==> src/rtl/master_in_port_pkg.sv <==
// -----------------------------------------------------------------------------
// master_in_port_pkg
// Shared serial-bus definitions used by the receive and transmit ports:
//   - FSM state encoding (IDLE, GRANT, WAIT_START, RECEIVE, DONE)
//   - default frame data width
//   - line-level constants for the idle line and the start bit
//   - cnt_width(): width of a counter that must hold the values 0..n-1
// -----------------------------------------------------------------------------
package master_in_port_pkg;

    localparam int DEFAULT_DATA_WIDTH = 8;

    // The serial line rests high; a frame begins with a single low bit.
    localparam logic LINE_IDLE = 1'b1;
    localparam logic START_BIT = 1'b0;

    typedef enum logic [2:0] {
        IDLE       = 3'd0,
        GRANT      = 3'd1,
        WAIT_START = 3'd2,
        RECEIVE    = 3'd3,
        DONE       = 3'd4
    } bus_state_e;

    // Counter width for values 0..n-1, never narrower than one bit.
    function automatic int cnt_width(input int n);
        return (n > 1) ? $clog2(n) : 1;
    endfunction

endpackage : master_in_port_pkg

==> src/rtl/master_in_port_sipo.sv <==
// -----------------------------------------------------------------------------
// sipo_shift_reg
// Serial-in parallel-out register for the receive path. Each enabled edge
// writes bit_in into position bit_idx, so a frame sent LSB-first with an
// incrementing index assembles into its natural bit order.
// Ports:
//   clk      - system clock, rising edge
//   reset    - synchronous, active-high; clears the word
//   clear    - synchronous clear at the start of each frame
//   load_en  - write bit_in into par_out[bit_idx] on this edge
//   bit_idx  - target bit position
//   bit_in   - serial input bit
//   par_out  - assembled parallel word
// -----------------------------------------------------------------------------
module sipo_shift_reg
    import master_in_port_pkg::*;
#(
    parameter int DATA_WIDTH = DEFAULT_DATA_WIDTH,
    parameter int IDX_W      = cnt_width(DATA_WIDTH)
) (
    input  logic                  clk,
    input  logic                  reset,
    input  logic                  clear,
    input  logic                  load_en,
    input  logic [IDX_W-1:0]      bit_idx,
    input  logic                  bit_in,
    output logic [DATA_WIDTH-1:0] par_out
);

    logic [DATA_WIDTH-1:0] par_q, par_d;

    always_comb begin
        // NOTE: every always_comb target gets a default first so no path
        // leaves it unassigned, which would otherwise infer a latch.
        par_d = par_q;
        if (clear) begin
            par_d = '0;
        end else if (load_en) begin
            for (int i = 0; i < DATA_WIDTH; i++) begin
                if (bit_idx == IDX_W'(i)) begin
                    par_d[i] = bit_in;
                end
            end
        end
    end

    // NOTE: this word is a small register, not a RAM, so it is reset like any
    // other flop; storage arrays mapped to memory macros would not be.
    always_ff @(posedge clk) begin
        // NOTE: sequential state uses non-blocking assignment so every flop
        // samples the pre-edge values regardless of statement order.
        if (reset) begin
            par_q <= '0;
        end else begin
            par_q <= par_d;
        end
    end

    assign par_out = par_q;

endmodule : sipo_shift_reg

==> src/rtl/master_in_port.sv <==
// -----------------------------------------------------------------------------
// master_in_port
// Master-side receiver for the serial bus read path. On a read request while
// the slave has data, it issues a one-cycle master_ready grant, waits for the
// start bit, deserialises DATA_WIDTH bits LSB-first and presents the word with
// a one-cycle rx_done strobe. Start-bit timeout and a slave_tx_done that does
// not coincide with the last data bit abort the frame with a rx_error strobe.
// Ports:
//   clk           - system clock, rising edge
//   reset         - synchronous, active-high reset
//   rx_req        - read request from the master core (sampled in IDLE)
//   slave_ready   - slave has a word available
//   rx_data       - serial line from the slave, idles high
//   slave_tx_done - slave marks its last data bit
//   master_ready  - one-cycle grant pulse to the slave
//   data_out      - last successfully received word
//   rx_done       - one-cycle strobe, data_out updated
//   rx_busy       - high whenever the FSM is outside IDLE
//   rx_error      - one-cycle strobe, frame aborted
// All outputs are registered.
// -----------------------------------------------------------------------------
module master_in_port
    import master_in_port_pkg::*;
#(
    parameter int DATA_WIDTH     = DEFAULT_DATA_WIDTH,
    parameter int TIMEOUT_CYCLES = 64
) (
    input  logic                  clk,
    input  logic                  reset,
    input  logic                  rx_req,
    input  logic                  slave_ready,
    input  logic                  rx_data,
    input  logic                  slave_tx_done,
    output logic                  master_ready,
    output logic [DATA_WIDTH-1:0] data_out,
    output logic                  rx_done,
    output logic                  rx_busy,
    output logic                  rx_error
);

    localparam int BIT_W = cnt_width(DATA_WIDTH);
    localparam int TMO_W = cnt_width(TIMEOUT_CYCLES);

    localparam logic [BIT_W-1:0] LAST_BIT = BIT_W'(DATA_WIDTH - 1);
    localparam logic [TMO_W-1:0] TMO_LAST = TMO_W'(TIMEOUT_CYCLES - 1);
    localparam logic [TMO_W-1:0] TMO_MAX  = '1;

    bus_state_e            state_q, state_d;
    logic [BIT_W-1:0]      bit_cnt_q, bit_cnt_d;
    logic [TMO_W-1:0]      tmo_cnt_q, tmo_cnt_d;

    logic                  master_ready_q, master_ready_d;
    logic [DATA_WIDTH-1:0] data_out_q, data_out_d;
    logic                  rx_done_q, rx_done_d;
    logic                  rx_busy_q, rx_busy_d;
    logic                  rx_error_q, rx_error_d;

    // Transition qualifiers shared by the next-state and output logic.
    logic                  abort;
    logic                  frame_ok;
    logic                  sipo_clear;
    logic                  sipo_load;
    logic [DATA_WIDTH-1:0] shift_word;
    logic [DATA_WIDTH-1:0] assembled;

    sipo_shift_reg #(
        .DATA_WIDTH (DATA_WIDTH),
        .IDX_W      (BIT_W)
    ) u_sipo (
        .clk     (clk),
        .reset   (reset),
        .clear   (sipo_clear),
        .load_en (sipo_load),
        .bit_idx (bit_cnt_q),
        .bit_in  (rx_data),
        .par_out (shift_word)
    );

    // ---------------------------------------------------------------- state
    always_ff @(posedge clk) begin
        if (reset) begin
            state_q        <= IDLE;
            bit_cnt_q      <= '0;
            tmo_cnt_q      <= '0;
            master_ready_q <= 1'b0;
            data_out_q     <= '0;
            rx_done_q      <= 1'b0;
            rx_busy_q      <= 1'b0;
            rx_error_q     <= 1'b0;
        end else begin
            state_q        <= state_d;
            bit_cnt_q      <= bit_cnt_d;
            tmo_cnt_q      <= tmo_cnt_d;
            master_ready_q <= master_ready_d;
            data_out_q     <= data_out_d;
            rx_done_q      <= rx_done_d;
            rx_busy_q      <= rx_busy_d;
            rx_error_q     <= rx_error_d;
        end
    end

    // ----------------------------------------------------------- next state
    always_comb begin
        state_d    = state_q;
        bit_cnt_d  = bit_cnt_q;
        tmo_cnt_d  = tmo_cnt_q;
        abort      = 1'b0;
        frame_ok   = 1'b0;
        sipo_clear = 1'b0;
        sipo_load  = 1'b0;

        unique case (state_q)
            IDLE: begin
                bit_cnt_d = '0;
                tmo_cnt_d = '0;
                // A request without slave data is simply not acted upon.
                if (rx_req && slave_ready) begin
                    state_d = GRANT;
                end
            end

            GRANT: begin
                state_d = WAIT_START;
            end

            WAIT_START: begin
                // slave_tx_done carries no meaning before the start bit.
                if (rx_data == START_BIT) begin
                    state_d    = RECEIVE;
                    bit_cnt_d  = '0;
                    tmo_cnt_d  = '0;
                    sipo_clear = 1'b1;
                end else if (tmo_cnt_q == TMO_LAST) begin
                    state_d   = IDLE;
                    tmo_cnt_d = '0;
                    abort     = 1'b1;
                end else if (tmo_cnt_q != TMO_MAX) begin
                    tmo_cnt_d = tmo_cnt_q + 1'b1;
                end
            end

            RECEIVE: begin
                sipo_load = 1'b1;
                if (bit_cnt_q == LAST_BIT) begin
                    // The slave must flag exactly the last bit as its last.
                    if (slave_tx_done) begin
                        state_d  = DONE;
                        frame_ok = 1'b1;
                    end else begin
                        state_d = IDLE;
                        abort   = 1'b1;
                    end
                end else if (slave_tx_done) begin
                    state_d = IDLE;
                    abort   = 1'b1;
                end else begin
                    bit_cnt_d = bit_cnt_q + 1'b1;
                end
            end

            DONE: begin
                state_d = IDLE;
            end

            default: begin
                state_d = IDLE;
            end
        endcase
    end

    // -------------------------------------------------------------- outputs
    // Outputs are registered, so they are computed from the transition being
    // taken this edge and become visible in the cycle of the new state.
    always_comb begin
        // The last data bit is written into the SIPO on the same edge the
        // word is published, so splice it in from the line directly.
        assembled                 = shift_word;
        assembled[DATA_WIDTH-1]   = rx_data;

        master_ready_d = (state_d == GRANT);
        rx_busy_d      = (state_d != IDLE);
        rx_done_d      = frame_ok;
        rx_error_d     = abort;
        data_out_d     = frame_ok ? assembled : data_out_q;
    end

    assign master_ready = master_ready_q;
    assign data_out     = data_out_q;
    assign rx_done      = rx_done_q;
    assign rx_busy      = rx_busy_q;
    assign rx_error     = rx_error_q;

endmodule : master_in_port

==> config.mk <==
export PLATFORM = sky130hd
export DESIGN_NAME = master_in_port
export DESIGN_NICKNAME = d
export VERILOG_FILES = /design/src/rtl/master_in_port_pkg.sv /design/src/rtl/master_in_port_sipo.sv /design/src/rtl/master_in_port.sv
export SDC_FILE = /design/constraint.sdc
export NUM_CORES = 1
export LEC_CHECK = 0
export CORE_UTILIZATION = 42
export CTS_CLUSTER_DIAMETER = 100
export CTS_CLUSTER_SIZE = 10
export DETAILED_ROUTE_END_ITERATION = 8
export PLACE_DENSITY = 0.71
export SKIP_LAST_GASP = 1
export SYNTH_ARGS = -nofsm -noshare
export SYNTH_HDL_FRONTEND = slang
export SYNTH_SLANG_ARGS = --single-unit
==> constraint.sdc <==
create_clock -name clk -period 1.9 [get_ports clk]
set_input_delay 0.285 -clock clk [delete_from_list [all_inputs] [get_ports clk]]
set_output_delay 0.285 -clock clk [all_outputs]
set_load 0.005 [all_outputs]
## Word-level counts from Yosys, hierarchy flattened

Cells that the tools add are included.

- Flip-flop bits (word level): 31
- Output and inout port bits: 12

- Reductions and logical operators: 16
- Eq/ne operators: 17
- Muxes and demuxes: 26
- Add/subtract/negate cells: 2

Operator list:

| kind | count |
|---|---|
| $mux W3 | 9 |
| $mux W6 | 3 |
| $reduce_and A2 Y1 | 8 |
| $eq A3 B2 Y1 const B | 4 |
| $eq A3 B3 Y1 const B | 4 |
| $pmux W3 S4 | 1 |
| $pmux W6 S2 | 1 |
| $mux W1 | 10 |
| $eq A3 B1 Y1 const B | 3 |
| $pmux W3 S3 | 1 |
| $add A6 B1 Y6 const B | 1 |
| $eq A6 B6 Y1 const B | 1 |
| $logic_not A3 Y1 | 2 |
| $ne A2 B2 Y1 const B | 3 |
| $ne A6 B6 Y1 const B | 1 |
| $reduce_bool A3 Y1 | 2 |
| $ne A4 B4 Y1 const B | 1 |
| $reduce_and A4 Y1 | 1 |
| $add A3 B1 Y3 const B | 1 |
| $pmux W1 S2 | 1 |
| $reduce_bool A2 Y1 | 1 |
| $reduce_or A2 Y1 | 1 |
| $logic_and A1 B1 Y1 | 1 |

## Longest topological paths before layout

Gate-level depths: netlist (run 1).

- Word-level depth: 5
- Gate-level depth with buffers: 7

## Hierarchy

Synthesis (run 1) repeated with hierarchy kept, for this count alone.

- Cells, all modules: 158
- Area, all modules: 1567.8 µm²

Modules (own cells, without submodules):

| module | cells an instance | seq. area each (µm²) | area an instance (µm²) | times used |
|---|---|---|---|---|
| master_in_port | 124 | 480.5 | 1152.4 | 1 |
| sipo_shift_reg | 34 | 160.2 | 415.4 | 1 |

## Worst setup path before layout (run 1)

No wires, ideal clock.

- Path type: flip-flop to flip-flop
- Start point: register bit_cnt_q[0]
- End point: register bit_cnt_q[0]
- Path buffers: 0
- Library setup time: 123 ps
- Data required time: 1777 ps
- Path slack: 276 ps
- Stages on the path, launching flop included: 6
- Arrival time: 1500 ps
- Cells stage by stage: dfxtp_1 -> ha_1 -> ha_1 -> and4bb_1 -> o21ba_2 -> mux2_1

- Word-level cells in the longest chain between the ends: 4
- Elaborated cells on any way between the ends: 7

RTL lines:

| item | line | text |
|---|---|---|
| from (decl) | master_in_port.sv:49 | `logic [BIT_W-1:0] bit_cnt_q, bit_cnt_d;` |
| from (signal assigned) | master_in_port.sv:92 | `bit_cnt_q <= bit_cnt_d;` |
| $add A3 B1 Y3 | master_in_port.sv:157 | `bit_cnt_d = bit_cnt_q + 1'b1;` |
| $mux W3 | master_in_port.sv:153 | `end else if (slave_tx_done) begin` |
| $mux W3 | master_in_port.sv:144 | `if (bit_cnt_q == LAST_BIT) begin` |
| $pmux W3 S3 | master_in_port.sv:112 | `unique case (state_q)` |

Parallel ways exist; a longest one is shown, timed or not. The select of a mux whose other input is x is not followed.
A chain may end at the register's enable or synchronous reset.

## Final worst setup path (run 1)

- Start point: register bit_cnt_q[0]
- End point: register bit_cnt_q[2]

The elaborated chain is that of the path after synthesis.

==> impl_results.md, run 1 <==
- Min Tclk post-route: 1.77 ns
- Initial DRC count: 96
- Port Buffers: 17
- Synth warnings: 0
- Non-filler cells, final: 236
- Post-synth cell types: 42
- CTS tree: done
- Number of synthesized flops with an enable pin: 0
- Worst hold stages: 2
- FILL cells: 322
- Final Hold Fails: 0
- Std cell rows: 21
- Final nets: 204
- Setup Fix Bufs, Post-CTS: 0
- H-tree depth: 2
- Hpwl dp: 2.37 mm
- Longest Clk Path Bufs: 2
- Placed cells: 229
- Root Driver: clkbuf_4
- Data required, critical path: 2.12 ns
- Hold Startpoint: u_sipo.par_out[1]$_SDFFE_PP0P_
- Crit Path Category: reg2reg
- Status: complete, no violations
- Wire per inst: 13.7 um
- Global route overflow: 0
- Register area share after synthesis: 0.404
- Final setup viols: 0
- ANT cells: 0
- Clk slew on worst S/H paths: 0.09 ns
- Clk_skew: 0.00668 ns
- Worst relative slew slack: 0.707
- Synth Instances: 172
- RSZ-0062 raised after global routing: false
- Slew @ Worst Pin: 0.439 ns
- CTS Hold Bufs: 0
- Final period util: 0.933
- Clk Latency, worst-skew pair: 0.33 ns
- Post-Syn Area: 0.00154 mm2
- R2R depth: 5
- Total negative slack: 0 ns
- Number of global-route vias before repair: 1310
- Total Routing Usage GR: 0.179
- First-pass GRT wire length: 5.55 mm
- Die height: 62.5 um
- Placed cell area: 0.00175 mm2
- First-pass DRT Iterations: 4
- Post-Route Utilization: 0.530
- Startpoint types: flop
- Most common cell after layout, fill and taps aside: dfxtp_1
- Die width: 62.5 um
- Max Cap Viol: 0
- Async SR Flop Fraction: 0
- P_leak: 0.670 nW
- Post-route ant nets: 0
- Synthesized flop and latch total: 31
- CTS Buf Count: 5
- CTS Sinks: 31
- VDD IR-drop max: 0.000368 V
- Post_cts resized: 0
- GPL Wtd Cong: 0.821
- F_max: 564 MHz
- Synth-to-Final Area Change: 17.8%
- Syn_nets: 186
- Worst r2r src: bit_cnt_q[0]$_SDFFE_PP0P_
- Critical path peak fanout: 4
- DRC Markers: 0
- Setup slack, reg-to-reg: 0.13 ns
- Ports: 18
- Final Max Tran Viols: 0
- Core area: 0.00342 mm2
- Reg-to-reg endpoint: bit_cnt_q[2]$_SDFFE_PP0P_
- Total wire length: 3.23 mm
- Most frequent cells in the layout: dfxtp_1 (31), nand2_1 (26), clkdlybuf4s50_1 (17), a21oi_1 (13), nor2_1 (9)
- Pwr Density: 633 mW/mm2
- Share of layout cells above drive strength 1: 0.0895
- Initial Util: 0.449
- DR vias/cell: 5.50
- Ys flop type: dfxtp_1
- Initial antenna violation count: 0
- Avg Cell Area, Syn: 8.93 um2
- Die area: 0.00390 mm2
- WHS Endpoint: data_out[1]$_SDFFE_PP0P_
- CP Data Arrival Time: 1.99 ns
- CP Capture Type: flop
- Worst hold-check path type: reg2reg
- Design area: 0.00181 mm2
- DR vias: 1298
- Largest net degree at the start of global routing: 22
- Hold Slack: 0.461 ns
critical path, cell delays in order (launching register included):
cell and delay [ns]:
dfxtp_1 0.35, ha_1 0.23, ha_1 0.22, and4bb_1 0.32
o21ba_2 0.21, mux2_1 0.33
synthesized netlist by cell type, drive strengths merged, types with 3 or more instances:
| cell type | instances | area (um2) |
|---|---|---|
| clkbuf | 5 | 18.8 |
| nor2 | 9 | 33.8 |
| nand2 | 26 | 97.6 |
| buf | 6 | 28.8 |
| ha | 8 | 100 |
| nor3 | 3 | 15.0 |
| nand3 | 8 | 45.0 |
| o21ai | 5 | 25.0 |
| or3 | 3 | 18.8 |
| inv | 6 | 22.5 |
| nand3b | 8 | 60.1 |
| mux2i | 7 | 70.1 |
| dfxtp | 31 | 621 |
| nand2b | 3 | 18.8 |
| a21oi | 13 | 65.1 |
layout make-up:
type                    instances  area, um2  area share
repair buffers                 22        208       0.115
clock inverters                 1       5.00     0.00277
multi-input cells             124        845       0.467
flip-flops and latches         31        621       0.343
clock buffers                   6       51.3      0.0284
well taps                      46       57.6      0.0318
inverters                       6       22.5      0.0124
worst max path at each step:
stage,start,to,slack [ns]
floorplan,bit_cnt_q[0]$_SDFFE_PP0P_,bit_cnt_q[0]$_SDFFE_PP0P_,0.28
global placement,rx_data,u_sipo.par_out[1]$_SDFFE_PP0P_,0.07
detailed placement,rx_data,u_sipo.par_out[4]$_SDFFE_PP0P_,0.01
CTS,bit_cnt_q[0]$_SDFFE_PP0P_,bit_cnt_q[2]$_SDFFE_PP0P_,0.14
global route,bit_cnt_q[0]$_SDFFE_PP0P_,bit_cnt_q[0]$_SDFFE_PP0P_,0.06
finish,bit_cnt_q[0]$_SDFFE_PP0P_,bit_cnt_q[2]$_SDFFE_PP0P_,0.13
state kept, by name (all words and copies together) (netlist names):
register / cells
data_out: 8
u_sipo.par_out: 7
tmo_cnt_q: 6
bit_cnt_q: 3
state_q: 3
master_ready: 1
rx_busy: 1
rx_done: 1
rx_error: 1
per-layer routing:
layer  vias to the layer above  global-route usage  part of all wire
met2                        17               0.308              0.49
met5                         -                   0                 0
li1                        653                   -                 -
met1                       622               0.200              0.47
met4                         0              0.0785             0.012
met3                         6              0.0584             0.036
power breakdown:
group          total, mW  internal [mW]  switching (mW)
logic             0.0932         0.0467          0.0465
registers          0.668          0.656          0.0112
clock network      0.385          0.171           0.214
total               1.15          0.874           0.271
metrics by stage:
step           power [mW]  setup slack [ns]
3_5_place_dp        0.774            0.0101
6_report             1.15             0.127
2_1_floorplan       0.737             0.276
4_1_cts              1.15             0.137
3_3_place_gp        0.771            0.0716
5_1_grt              1.20            0.0628
logic make-up (layout without fill, tap and decap cells):
group	after synthesis	in the layout	share of synthesized area
AND/OR/NAND/NOR	77	77	0.294
flip-flops	31	31	0.404
AO/OA/AOI/OAI	30	30	0.130
buffers and inverters	17	35	0.0456
multiplexers	9	9	0.0603
adder cells (fa/ha/maj)	8	8	0.0652
(Power assumes the default switching activity.)
==> inputs of run 2 (changes only) <==
Settings changed: CTS_BUF_LIST set to sky130_fd_sc_hd__clkbuf_4.
==> run 2 against run 1 <==
  * Combinational power hardly changed
  * Global-route usage hardly changed
  * Largest cell class unchanged
  * Largest power group unchanged
  * Sequential power hardly changed
  * Routed wire length is 0.65% lower
  * Non-clock buffer count stayed put
  * First-iteration DRC count is 11% lower
  * Total power is 3.7% lower
  * Critical path type unchanged
==> impl_results.md, run 2 (same netlist as run 1, synthesis figures left out) <==
- CP max stage delay: 0.35 ns
- Worst relative slew slack: 0.708
- DRC Markers: 0
- Placed cells: 229
- Max Cap Viol: 0
- Die height: 62.5 um
- First-pass GRT wire length: 5.55 mm
- Worst-path cell chain: ha_1 > ha_1 > and4bb_1 > o21ba_2 > mux2_1
- Worst hold-check path type: reg2reg
- DR vias: 1310
- Status: complete, no violations
- Slew @ Worst Pin: 0.438 ns
- Final Hold Fails: 0
- Min Tclk post-route: 1.77 ns
- Number of global-route vias before repair: 1309
- Global route overflow: 0
- Crit Path Category: reg2reg
- Share of layout cells above drive strength 1: 0.0842
- Longest Clk Path Bufs: 2
- Total Routing Usage GR: 0.179
- Setup Fix Bufs, Post-CTS: 0
- ANT cells: 0
- Placed cell area: 0.00175 mm2
- Die width: 62.5 um
- Wire per inst: 13.6 um
- F_max: 565 MHz
- CP Data Arrival Time: 1.99 ns
- Largest register FFs: 8
- CTS Hold Bufs: 0
- Internal: 834 uW
- Post-route ant nets: 0
- Core area: 0.00342 mm2
- Clk_skew: 0.00438 ns
- GPL Wtd Cong: 0.821
- RSZ-0062 raised after global routing: false
- P_leak: 0.664 nW
- CTS Buf Count: 5
- Data required, critical path: 2.12 ns
- Pwr Density: 613 mW/mm2
- Most used cell, CP: ha_1
- Switching power of the nets: 269 uW
- Total negative slack: 0 ns
- Initial antenna violation count: 0
- Post_cts resized: 0
- Root Driver: clkbuf_4
- CP Capture Type: flop
- First-pass DRT Iterations: 4
- Final period util: 0.931
- H-tree depth: 2
- Startpoint types: flop
- Final nets: 204
- DR vias/cell: 5.55
- Initial Util: 0.449
- Std cell rows: 21
- Clk Latency, worst-skew pair: 0.32 ns
- Crit-path slowest cell: dfxtp_1
- CTS Sinks: 31
- Worst setup margin: 0.132 ns
- Port Buffers: 17
- Reg power frac: 0.605
- Sw frac: 0.244
- Die area: 0.00390 mm2
- Most common cell after layout, fill and taps aside: dfxtp_1
- Hold Slack: 0.461 ns
- Ports: 18
- CTS tree: done
- Total wire length: 3.21 mm
- Initial DRC count: 85
- Critical path peak fanout: 4
- Largest net degree at the start of global routing: 22
- Design area: 0.00180 mm2
- Non-filler cells, final: 236
- Logic gate share of total power: 0.084
- Pre-CTS WS: 0.0101 ns
- Final setup viols: 0
- Final total power: 1.10 mW
- Post-Route Utilization: 0.527
- Top delay family on crit path: adder cells
- Final Max Tran Viols: 0
- VDD IR-drop max: 0.000368 V
- Hpwl dp: 2.37 mm
- Clock power share: 0.311
- Synth-to-Final Area Change: 17.2%
- Clk slew on worst S/H paths: 0.09 ns
- Most frequent cells in the layout: dfxtp_1 (31), nand2_1 (26), clkdlybuf4s50_1 (17), a21oi_1 (13), nor2_1 (9)
- Buf/Inv on CP: 0
## run 2: cell types whose count changed in the layout (fill, tap and decap cells not counted)
cell,delta
clkinv_1,+1
clkbuf_8,-1
## run 2: path summary, 6_finish.rpt
| check | start | end | slack, ns | cells after the start |
|---|---|---|---|---|
| setup reg to reg | bit_cnt_q[0]$_SDFFE_PP0P_ | bit_cnt_q[2]$_SDFFE_PP0P_ | 0.13 | 5 |
| setup / recovery | bit_cnt_q[0]$_SDFFE_PP0P_ | bit_cnt_q[2]$_SDFFE_PP0P_ | 0.13 | 5 |
| hold reg to reg | u_sipo.par_out[1]$_SDFFE_PP0P_ | data_out[1]$_SDFFE_PP0P_ | 0.46 | 2 |
| hold / removal | u_sipo.par_out[1]$_SDFFE_PP0P_ | data_out[1]$_SDFFE_PP0P_ | 0.46 | 2 |
## run 2: power by group through the flow
stage | registers, mW | logic (mW) | clock network, mW
final | 0.668 | 0.0931 | 0.343
after global routing | 0.670 | 0.102 | 0.385
after CTS | 0.667 | 0.0926 | 0.353
after detailed placement | 0.682 | 0.0920 | 0
after global placement | 0.682 | 0.0890 | 0
after floorplan | 0.675 | 0.0617 | 0
## run 2: cell type report
type	count	area, um2
multi-input cells	124	845
fillers	325	1620
clock inverters	2	8.76
well taps	46	57.6
flip-flops and latches	31	621
inverters	6	22.5
clock buffers	5	37.5
repair buffers	22	208
## run 2: layer usage
layer,global-route usage,up-vias,part of all wire
met4,0.0785,0,0.012
met3,0.0584,6,0.037
met1,0.198,633,0.47
met2,0.308,17,0.48
li1,-,654,-
met5,0,-,0
## run 2: worst register-to-register path: stages, from the launching register on
cell and delay (ns):
dfxtp_1 0.35, ha_1 0.22, ha_1 0.23, and4bb_1 0.32
o21ba_2 0.21, mux2_1 0.33
==> inputs of run 3 (changes only) <==
Settings changed: SLEW_MARGIN set to 20.
==> results of run 3 <==
Same layout as run 2: the final DEF is identical, and so are final timing and power.
